$ cat config.mk
export PLATFORM = sky130hd
export DESIGN_NAME = er_proof_tracker
export DESIGN_NICKNAME = d
export VERILOG_FILES = /design/src/rtl/er_proof_pkg.sv /design/src/rtl/er_snapshot_hs.sv /design/src/rtl/er_proof_tracker.sv
export SDC_FILE = /design/constraint.sdc
export NUM_CORES = 1
export LEC_CHECK = 0
export ABC_AREA = 1
export CAP_MARGIN = 20
export CORE_ASPECT_RATIO = 0.6
export CORE_MARGIN = 3
export CORE_UTILIZATION = 36
export DETAILED_ROUTE_END_ITERATION = 8
export DONT_BUFFER_PORTS = 1
export SYNTH_ARGS = -nofsm -noshare
export SYNTH_HDL_FRONTEND = slang
export SYNTH_SLANG_ARGS = --single-unit
$ cat constraint.sdc
create_clock -name clk -period 2.3 [get_ports clk]
set_clock_uncertainty 0.2 [all_clocks]
set_input_delay 0.23 -clock clk [delete_from_list [all_inputs] [get_ports clk]]
set_output_delay 0.23 -clock clk [all_outputs]
set_load 0.01 [all_outputs]
$ cat src/rtl/er_proof_pkg.sv
// Shared types and defaults for the ER proof-of-execution tracker.
package er_proof_pkg;

  // Default width of pc and of the ER bounds.
  localparam int unsigned ADDR_W_DEFAULT = 16;
  // Default width of the completed-run counter.
  localparam int unsigned CNT_W_DEFAULT  = 8;

  // Tracker FSM; the encodings are visible on the run_state port.
  typedef enum logic [1:0] {
    StIdle = 2'd0,
    StRun  = 2'd1,
    StDone = 2'd2,
    StFail = 2'd3
  } run_state_t;

endpackage

$ cat src/rtl/er_snapshot_hs.sv
// Snapshot handshake for the attestation engine: captures the live proof flag on a
// rising snap_req and holds it, frozen, until snap_req drops.
module er_snapshot_hs (
  input  logic clk,
  input  logic reset,
  input  logic snap_req,
  input  logic proof_valid,
  output logic snap_ack,
  output logic snap_proof
);

  logic snap_req_q;
  logic snap_ack_q, snap_ack_d;
  logic snap_proof_q, snap_proof_d;
  logic req_rise;

  // A capture needs a fresh rising edge, so a request held high never re-captures.
  assign req_rise = snap_req && !snap_req_q;

  // Next-state: release on a low request, capture on a new request, otherwise hold.
  always_comb begin
    snap_ack_d   = snap_ack_q;
    snap_proof_d = snap_proof_q;
    if (!snap_req) begin
      snap_ack_d   = 1'b0;
      snap_proof_d = 1'b0;
    end else if (!snap_ack_q && req_rise) begin
      snap_ack_d   = 1'b1;
      snap_proof_d = proof_valid;
    end
  end

  // Handshake registers with synchronous reset.
  always_ff @(posedge clk) begin
    if (reset) begin
      snap_req_q   <= 1'b0;
      snap_ack_q   <= 1'b0;
      snap_proof_q <= 1'b0;
    end else begin
      snap_req_q   <= snap_req;
      snap_ack_q   <= snap_ack_d;
      snap_proof_q <= snap_proof_d;
    end
  end

  assign snap_ack   = snap_ack_q;
  assign snap_proof = snap_proof_q;

endmodule

$ cat src/rtl/er_proof_tracker.sv
// Tracks one execution of the Executable Region from ER_min to ER_max and reports a
// registered proof-of-execution flag plus a sticky violation flag.
// Optional macro ER_PROOF_RUN_COUNT_EN adds a saturating completed-run counter.
module er_proof_tracker
  import er_proof_pkg::*;
#(
  parameter int unsigned ADDR_W = ADDR_W_DEFAULT,
  parameter int unsigned CNT_W  = CNT_W_DEFAULT
) (
  input  logic              clk,
  input  logic              reset,
  input  logic [ADDR_W-1:0] pc,
  input  logic              exec_in,
  input  logic              isr_active,
  input  logic [ADDR_W-1:0] ER_min,
  input  logic [ADDR_W-1:0] ER_max,
  input  logic              snap_req,
  output logic              snap_ack,
  output logic              snap_proof,
  output logic              proof_valid,
  output logic              violation,
  output logic [1:0]        run_state,
  output logic [CNT_W-1:0]  run_count
);

  run_state_t state_q, state_d;
  logic       violation_q, violation_d;
  logic       proof_valid_q;
  logic       cfg_ok, in_er, entry;

  assign cfg_ok = ER_min <= ER_max;
  assign in_er  = (pc >= ER_min) && (pc <= ER_max);
  assign entry  = exec_in && cfg_ok && (pc == ER_min);

  // Next-state and violation flag, first matching rule wins.
  always_comb begin
    state_d     = state_q;
    violation_d = violation_q;
    if ((state_q == StRun || state_q == StDone) && (!exec_in || !cfg_ok)) begin
      state_d     = StFail;
      violation_d = 1'b1;
    end else if (entry) begin
      // Also covers re-entry while already in RUN.
      state_d     = StRun;
      violation_d = 1'b0;
    end else if (state_q == StRun && pc == ER_max) begin
      state_d     = StDone;
    end else if (state_q == StRun && !in_er && !isr_active) begin
      state_d     = StFail;
      violation_d = 1'b1;
    end
  end

  // State and flag registers; proof_valid is registered alongside the state.
  always_ff @(posedge clk) begin
    if (reset) begin
      state_q       <= StIdle;
      violation_q   <= 1'b0;
      proof_valid_q <= 1'b0;
    end else begin
      state_q       <= state_d;
      violation_q   <= violation_d;
      proof_valid_q <= (state_d == StDone);
    end
  end

  assign run_state   = state_q;
  assign violation   = violation_q;
  assign proof_valid = proof_valid_q;

`ifdef ER_PROOF_RUN_COUNT_EN
  logic             run_done;
  logic [CNT_W-1:0] run_count_q, run_count_d;

  assign run_done = (state_q == StRun) && (state_d == StDone);

  // Saturating count of RUN->DONE transitions.
  always_comb begin
    run_count_d = run_count_q;
    if (run_done && (run_count_q != {CNT_W{1'b1}})) begin
      run_count_d = run_count_q + CNT_W'(1);
    end
  end

  // Counter register; only reset clears it.
  always_ff @(posedge clk) begin
    if (reset) begin
      run_count_q <= '0;
    end else begin
      run_count_q <= run_count_d;
    end
  end

  assign run_count = run_count_q;
`else
  assign run_count = '0;
`endif

  er_snapshot_hs u_snapshot_hs (
    .clk         (clk),
    .reset       (reset),
    .snap_req    (snap_req),
    .proof_valid (proof_valid_q),
    .snap_ack    (snap_ack),
    .snap_proof  (snap_proof)
  );

endmodule

==> flow_summary.ini, run 1 <==
[run_status]
status = finished clean

[synthesis]
seq_area_frac_synth_pct = 8.39
ys.flop_type = dfxtp_1
synthXorXnorAreaFrac_pct = 0
synth_cell_type_count = 21
yosys_warnings = 0
synth_common_cells = nand2_1 (67), inv_1 (60), ha_1 (49)
syn-mean-instance-area_um2 = 6.40
synth-adder-area-share_pct = 36.7
async_flop_share_pct = 0
synthCells = 261
synth_top_area_share_pct = 36.7
syn_area_um2 = 1670
synth_top_family_by_area = adder cells
synth-seq-cells = 7
synth_mux_area_share_pct = 0
synth_top_cell_by_area = ha_1
synth-edff-count = 0
ys_top_cells_by_area = ha_1 (37%), nand2_1 (15%), inv_1 (13%)
synth_compound_area_share_pct = 9.59
synth-simple-area-share_pct = 27.8
post-synth-top-count-cell = nand2_1

[drt]
wl_per_cell_um = 11.2
viasPerCell = 4.46
drc_errors = 0
wl_um = 3660
dr.pass1.iters = 4
num_vias = 1453
postRouteAntennaNets = 0
drt_iter0_drc = 86

[die]
dieHeight_um = 58.8
core_area_um2 = 4280
dieWidth_um = 93.9
die-area_um2 = 5520
initial_core_util_pct = 39.0
std_cell_rows = 18
boundaryPins = 67

[placement]
dpl.hpwl_um = 3420
numPortBuffers = 0
pre_cts_ws_ns = 0.403
gp_congestion = 0.806

[timing]
setup_tns_ns = 0
fin_ws_ns = 0.640
grt_setup_unrepaired = no
final_hold_viol_count = 0
slew_viol_final = 0
fmax_mhz = 603
period_needed_ns = 1.66
finalCritPeriodShare_pct = 72.2
setup_viol = 0

[power_and_ir_drop]
p_leak_nw = 1.12
power_switching_mw = 0.347
pwr-share-clk_pct = 22.4
p_per_area_nw_per_um2 = 441
ir_drop_uv = 230
pwr-share-comb_pct = 50.2
p_sw_share_pct = 44.3
p_seq_share_pct = 27.4
power.internal_mw = 0.436

[final_layout]
antenna_cells = 0
drive_gt1_share_pct = 4.51
area_growth_pct = 6.37
fin_nets = 369
fillers = 462

[critical_path]
arrival_ns = 1.63
reg2reg_to = run_state[1]
setup.worst_path.end_class = flip-flop
cp_max_fo = 4
rrSetupSlack_ns = 0.86
cp_data_required_time_ns = 2.27
regToRegStartpoint = run_state[1]
start_kind = input pin
path_class = in2reg
reg2regPathDepth = 10

[min_path]
worstHoldStart = reset
holdPathStages = 3
whs_endpoint = proof_valid
holdCritPathClass = in2reg

[global_routing]
grt_start_max_net_pins = 5
antenna_found_initial = 0
grt_pass1_vias = 1333
grt_overflow = 0
grt_pass1_wl_um = 6080
track_usage_pct = 13.9

[cts]
ctsLongestPathBuffers = 2
cts_tree = done
clockRootBuffer = clkbuf_8
ctsResizeCount = 0
clock-sinks = 7
cts.htree.levels = 1
post_cts_buffers = 0
cts_buffers = 3
clk_pin_slew_worst_paths_ns = 0.04
worstSkewPairLatency_ns = 0.23
holdBufCountCts = 2

[job]
maxCapViolCount = 0
-- worst max-delay path by stage --
stage,cells after the start,slack (ns),start,end
detailed placement,12,0.40,ER_max[11],proof_valid
CTS,12,0.63,ER_max[11],proof_valid
global route,15,0.45,ER_min[15],run_state[1]
global placement,12,0.43,ER_max[15],violation
floorplan,13,0.56,ER_max[15],violation
finish,12,0.64,ER_max[11],proof_valid
-- layout by cell type, fill, tap and decap left out --
cell type and instances:
clkbuf_1 1, inv_2 1, nor2_2 3, nand2_2 2, dlygate4sd3_1 2, o21ai_0 4
o21a_1 2, nor2_1 19, o21bai_1 4, nand3_1 6, nand2_1 67, conb_1 8
clkbuf_8 3, o21ai_1 1, a21oi_1 18, inv_1 60, nand4_4 1, nor3_1 2
dfxtp_1 7, nand4_1 3, ha_1 49, nor2_4 2, nand3b_1 1
-- power by group through the flow --
stage,clock network (mW),registers [mW],logic (mW)
after floorplan,0,0.203,0.335
after global placement,0,0.217,0.383
after detailed placement,0,0.216,0.391
after CTS,0.176,0.215,0.395
after global routing,0.182,0.216,0.468
final,0.175,0.215,0.393
-- per-layer routing --
layer / vias to the layer above / GRT usage (%) / wire length (um)
met3: 2 / 3.70 / 345
met4: 0 / 1.23 / 6
met5: - / 0 / 0
li1: 817 / - / -
met2: 56 / 19.1 / 1300
met1: 578 / 21.9 / 2010
-- worst max-delay path, stage by stage --
cell     delay, ns
inv_1         0.04
ha_1          0.28
nand2_1       0.08
nor2_1        0.17
nand2_2       0.10
nor2_4        0.11
nand4_4       0.10
o21ai_0       0.17
nand2_1       0.11
nor2_4        0.12
inv_2         0.04
nor2_2        0.08
-- flip-flops by register name, indices dropped and copies added, names as in the netlist --
signal / flops
violation: 1
u_snapshot_hs.snap_ack: 1
run_state: 2
u_snapshot_hs.snap_req_q: 1
u_snapshot_hs.snap_proof: 1
proof_valid: 1
-- through the flow --
stage | cell area [um^2] | hold slack [ns] | utilization [%] | total power [mW] | instances
floorplan | 1700 | 0.102 | - | 0.538 | 268
global placement | 1710 | 0.104 | 40.0 | 0.600 | 320
detailed placement | 1710 | 0.108 | 40.0 | 0.607 | 320
CTS | 1780 | 0.00947 | 41.5 | 0.786 | 326
global route | 1780 | 0.0299 | 41.5 | 0.867 | 326
finish | 1780 | 0.0111 | 41.5 | 0.783 | 326
-- final cells by class --
type                            count  area [um^2]  share of cell area, %
Clock buffer                        4         45.0                   2.54
Inverter                           61          229                   12.9
Multi-Input combinational cell    192         1270                   71.3
Sequential cell                     7          140                   7.89
Tap cell                           60         75.1                   4.23
Timing Repair Buffer                2         20.0                   1.13
-- logic make-up after synthesis --
logic type               count (synthesis)
buffers and inverters                   69
flip-flops                               7
other                                    1
AND/OR/NAND/NOR                        106
AO/OA/AOI/OAI                           29
adder cells (fa/ha/maj)                 49
Power figures use the tool's default switching activity.
==> run 2: changes to the inputs <==
ABC_AREA = 0   (was 1)
clock period = 1.4 ns   (was 2.3 ns; I/O delays follow)
==> run 2 against run 1 <==
Net effect:
- the run now ends with setup timing left
- clock power rose by 59%
- via count fell by 2.5%
- die area fell by 4.9%
- core utilization rose by 12 points
- non-clock buffer count rose by 19
- register-to-register slack got worse by 1.2 ns
- synthesized cell count fell by 22%
- combinational power rose by 130%
- largest power group unchanged
- highest routed layer is now met3
==> flow_summary.ini, run 2 <==
[cts]
clock-sinks = 7
cts_buffers = 3
clk_pin_slew_worst_paths_ns = 0.04
clockRootBuffer = clkbuf_8
cts.htree.levels = 1
worstSkewPairLatency_ns = 0.22
ctsLongestPathBuffers = 2
cts_tree = done

[timing]
finalCritPeriodShare_pct = 125
worst_pin_slew_ns = 0.503
slew_headroom_pct = 66.2
setup_viol = 4
fmax_mhz = 569
final_hold_viol_count = 0
timing.hold.ws_ns = 0.268
grt_setup_unrepaired = yes
slew_viol_final = 0
period_needed_ns = 1.76
fin_ws_ns = -0.357
setup_tns_ns = -1.23

[global_routing]
antenna_found_initial = 0
grt_pass1_wl_um = 6990
grt_overflow = 0
grt_start_max_net_pins = 5
track_usage_pct = 16.1
grt_pass1_vias = 1458

[final_layout]
area_growth_pct = 33.9
drive_gt1_share_pct = 30.4
fin_nets = 330
stdcell_area_um2 = 2120
largest_reg_flops = 2
final_common_cell = ha_1
fillers = 372
antenna_cells = 0
final_cell_mix = ha_1 (36), inv_1 (27), buf_4 (18)

[synthesis]
yosys_warnings = 0
synth_top_cell_by_area = ha_1
synth-edff-count = 0
ys.flop_type = dfxtp_1
post-synth-top-count-cell = ha_1
syn_area_um2 = 1580
seq_area_frac_synth_pct = 8.86
synth_cell_type_count = 35
synthCells = 203
synth_common_cells = ha_1 (49), inv_1 (41), a21oi_1 (18)
async_flop_share_pct = 0
synth-seq-cells = 7
synth_top_area_share_pct = 38.8
ys_top_cells_by_area = ha_1 (39%), inv_1 (9.7%), dfxtp_1 (8.9%)
syn-mean-instance-area_um2 = 7.79

[die]
boundaryPins = 67
die-area_um2 = 5250
core_area_um2 = 3940
initial_core_util_pct = 40.2
dieWidth_um = 91.6
dieHeight_um = 57.3
std_cell_rows = 17

[power_and_ir_drop]
power_switching_mw = 0.590
pwr-share-comb_pct = 60.7
p_seq_share_pct = 20.5
power.internal_mw = 0.887
pwr-share-clk_pct = 18.9
ir_drop_uv = 383
p_leak_nw = 1.03
p_sw_share_pct = 39.9
p_per_area_nw_per_um2 = 698

[job]
maxCapViolCount = 0

[critical_path]
start_kind = input pin
reg2regPathDepth = 7
arrival_ns = 1.69
cp_max_fo = 4
cpMaxStageDelayCell = nor4_4
cp_slowest_stage_delay_ns = 0.35
rrSetupSlack_ns = -0.33
regToRegStartpoint = run_state[1]
path_class = in2reg
setup.worst_path.end_class = flip-flop
path_cells = inv_6 -> ha_4 -> nand4_4 -> nor4_4 -> o21ai_2 -> a41o_1 -> or2_4 -> nor4b_4
reg2reg_to = run_state[0]
cp_data_required_time_ns = 1.33
cp-startpoint = ER_max[13]

[run_status]
status = finished with violations
violations = setup timing

[drt]
wl_per_cell_um = 15.0
drt_iter0_drc = 55
dr.pass1.iters = 4
wl_um = 4270
viasPerCell = 4.99
postRouteAntennaNets = 0
drc_errors = 0
num_vias = 1417

[placement]
gp_congestion = 0.813
dpl.hpwl_um = 3770
post_dp_cell_area_um2 = 1830
numPortBuffers = 0

[min_path]
holdPathStages = 1
whs_endpoint = u_snapshot_hs.snap_ack
holdCritPathClass = reg2reg
worstHoldStart = u_snapshot_hs.snap_req_q
==> run 2: cell types whose count changed after synthesis, moves of 3 or more <==
cell      change
a21o_1        +5
nor2_2        -3
nand2_1      -58
a211oi_1      +5
nor4_1        +3
inv_1        -19
o21ai_0       +3
nor2_1       -10
nand4_1       +5
o21bai_1      -4
==> run 2: worst max path at each step <==
stage,endpoint,slack (ns),cells after the start
after floorplan,proof_valid,-0.50,8
after global placement,proof_valid,-0.70,9
after detailed placement,proof_valid,-0.81,9
after CTS,proof_valid,-0.38,9
after global routing,proof_valid,-0.48,9
final,proof_valid,-0.36,8
==> run 2: what timing repair did <==
item                                    CTS  global route
endpoints found under the hold margin     7             0
gates resized for setup                  32             6
cloned                                    0             0
endpoints found under the setup margin    4             4
setup buffers                             2             1
pin swaps                                 8             5
hold buffers                              3             0
==> run 2: power by group through the flow <==
stage	Clock, mW	Sequential, mW	Combinational, mW
3_3_place_gp	0	0.302	0.765
2_1_floorplan	0	0.323	0.529
3_5_place_dp	0	0.305	0.753
4_1_cts	0.288	0.302	0.853
6_report	0.279	0.303	0.896
5_1_grt	0.311	0.310	1.00
==> run 2: cell families (layout without fill, tap and decap cells) <==
| family | count (synthesis) | count (layout) | synth area share [%] |
|---|---|---|---|
| compound gates | 47 | 47 | 19.0 |
| fa+ha+maj | 49 | 49 | 38.8 |
| buf+inv | 49 | 66 | 13.5 |
| flops | 7 | 7 | 8.86 |
| other cells | 1 | 8 | 0.237 |
| simple gates | 50 | 50 | 19.6 |
==> run 2: layout make-up <==
type / count / area (um^2) / share of cell area, %
flip-flops and latches: 7 / 140 / 6.62
clock buffers: 4 / 45.0 / 2.13
well taps: 57 / 71.3 / 3.37
repair buffers: 21 / 165 / 7.80
inverters: 41 / 194 / 9.16
multi-input cells: 154 / 1500 / 70.9
==> run 2: per-stage QoR <==
stage                     util, %  power [mW]  setup WS, ns  std cells
after floorplan                 -       0.853        -0.497        210
after CTS                    53.0        1.44        -0.383        283
final                        53.8        1.48        -0.357        284
after global routing         53.8        1.62        -0.481        284
after detailed placement     46.6        1.06        -0.809        274
after global placement       46.6        1.07        -0.703        274
==> run 2: layer usage <==
metal | routed length, um | GRT usage (%) | vias to the layer above
li1 | - | - | 755
met2 | 1650 | 22.5 | 62
met4 | 0 | 0.858 | 0
met5 | 0 | 0 | -
met3 | 453 | 6.46 | 0
met1 | 2170 | 23.9 | 600
==> run 2: critical path, delay by kind of cell <==
family	cells	cell delay, ns
adder cells (fa/ha/maj)	1	0.27
AND/OR/NAND/NOR	4	0.94
buffers and inverters	1	0.02
AO/OA/AOI/OAI	2	0.32
==> run 3: changes to the inputs <==
ABC_AREA = 1   (was 0)
==> run 3 against run 2 <==
Net effect:
- the flow still finishes with violations (setup timing)
- total power up 7.5%
- worst hold slack worse by 0.26 ns
- first-iteration DRC count down 35%
- cell count up 19%
- core utilization up 2.5 points
- via count up 7.7%
- non-clock buffer count down 7
- sequential share of layout area down 0.80 points
- clock-buffer cell count unchanged
- die area up 5.1%
- routed wire length up 0.63%
- critical path depth up 5
==> flow_summary.ini, run 3 (synthesized netlist as in run 1, its figures left out) <==
[run_status]
status = finished with violations
violations = setup timing

[global_routing]
grt_pass1_vias = 1513
grt_pass1_wl_um = 6980
grt_start_max_net_pins = 5
track_usage_pct = 15.9
antenna_found_initial = 0
grt_overflow = 0

[die]
initial_core_util_pct = 39.0
die-area_um2 = 5520
core_area_um2 = 4280
boundaryPins = 67
dieWidth_um = 93.9
std_cell_rows = 18
dieHeight_um = 58.8

[power_and_ir_drop]
p_per_area_nw_per_um2 = 659
ir_drop_uv = 440
p_leak_nw = 1.19

[cts]
clockRootBuffer = clkbuf_8
cts.htree.levels = 1
clk_pin_slew_worst_paths_ns = 0.04
ctsLongestPathBuffers = 2
cts_buffers = 3
clock-sinks = 7
worstSkewPairLatency_ns = 0.23
cts_tree = done

[critical_path]
start_kind = input pin
cp_max_fo = 3
path_class = in2reg
arrival_ns = 1.46
cp_data_required_time_ns = 1.32
setup.worst_path.end_class = flip-flop

[drt]
drt_iter0_drc = 36
dr.pass1.iters = 4
wl_um = 4300
viasPerCell = 4.51
postRouteAntennaNets = 0
num_vias = 1526
wl_per_cell_um = 12.7
drc_errors = 0

[final_layout]
largest_reg_flops = 2
drive_gt1_share_pct = 34.2
antenna_cells = 0
fillers = 419
final_common_cell = nand2_1
final-seq-area_um2 = 140
area_growth_pct = 44.3
fin_nets = 381
final_cell_mix = nand2_1 (52), inv_1 (42), ha_4 (29)
final_cells = 338
multi_input_area_um2 = 1750
fin_util_pct = 56.3

[min_path]
holdCritPathClass = in2reg

[timing]
finalCritPeriodShare_pct = 110
fin_ws_ns = -0.146
grt_setup_unrepaired = yes
slew_viol_final = 0
period_needed_ns = 1.55
setup_viol = 4
final_hold_viol_count = 0
fmax_mhz = 647

[placement]
dpl.hpwl_um = 3540
numPortBuffers = 0
placed_cells = 327
gp_congestion = 0.767

[job]
maxCapViolCount = 0
## run 3: per-stage QoR
stage	hold slack [ns]	setup WS, ns	instance area (um^2)	total power [mW]	TNS, ns
floorplan	0.0124	-0.197	1850	0.923	-0.714
global placement	0.0196	-0.414	1920	1.09	-1.57
detailed placement	0.0195	-0.410	1920	1.10	-1.55
CTS	0.00751	-0.0878	2330	1.55	-0.264
global route	0.0418	-0.338	2410	1.76	-1.14
finish	0.0102	-0.146	2410	1.59	-0.440
## run 3: what timing repair did
item                       CTS  global route
hold buffers                 2             0
hold endpoints to repair     7             0
buffers inserted             3             2
gates resized for setup     62             8
setup endpoints to repair    4             4
pin swaps                   39            10
## run 3: worst max-delay path: stages
cell	delay (ns)
inv_1	0.04
ha_4	0.27
nand2_2	0.07
nor2_4	0.12
nand2_2	0.07
o21bai_1	0.15
nor2_1	0.06
nand2_1	0.06
nand2_1	0.07
nand3_1	0.13
nand2_4	0.08
o21bai_1	0.15
inv_1	0.06
## run 3: final timing paths
kind,start,to,slack [ns],cells after the start
setup / recovery,ER_min[11],violation,-0.15,13
hold / removal,exec_in,proof_valid,0.01,5
hold reg to reg,proof_valid,u_snapshot_hs.snap_proof,0.30,2
setup reg to reg,run_state[1],violation,-0.02,8
## run 3: layout make-up
| type | count | share of cell area [%] |
|---|---|---|
| Clock buffer | 4 | 1.87 |
| Inverter | 61 | 11.9 |
| Timing Repair Buffer | 14 | 4.57 |
| Sequential cell | 7 | 5.82 |
| Multi-Input combinational cell | 192 | 72.7 |
| Tap cell | 60 | 3.12 |
## run 3: routing by layer
layer | wire length [um] | vias to the layer above | track usage, %
li1 | - | 839 | -
met1 | 2240 | 644 | 24.0
met2 | 1790 | 43 | 23.9
met3 | 269 | 0 | 3.45
met4 | 0 | 0 | 1.23
met5 | 0 | - | 0
## run 3: report_power, final
group          internal (mW)  switching [mW]
Combinational          0.437           0.543
Clock                  0.197          0.0917
Sequential             0.266          0.0541
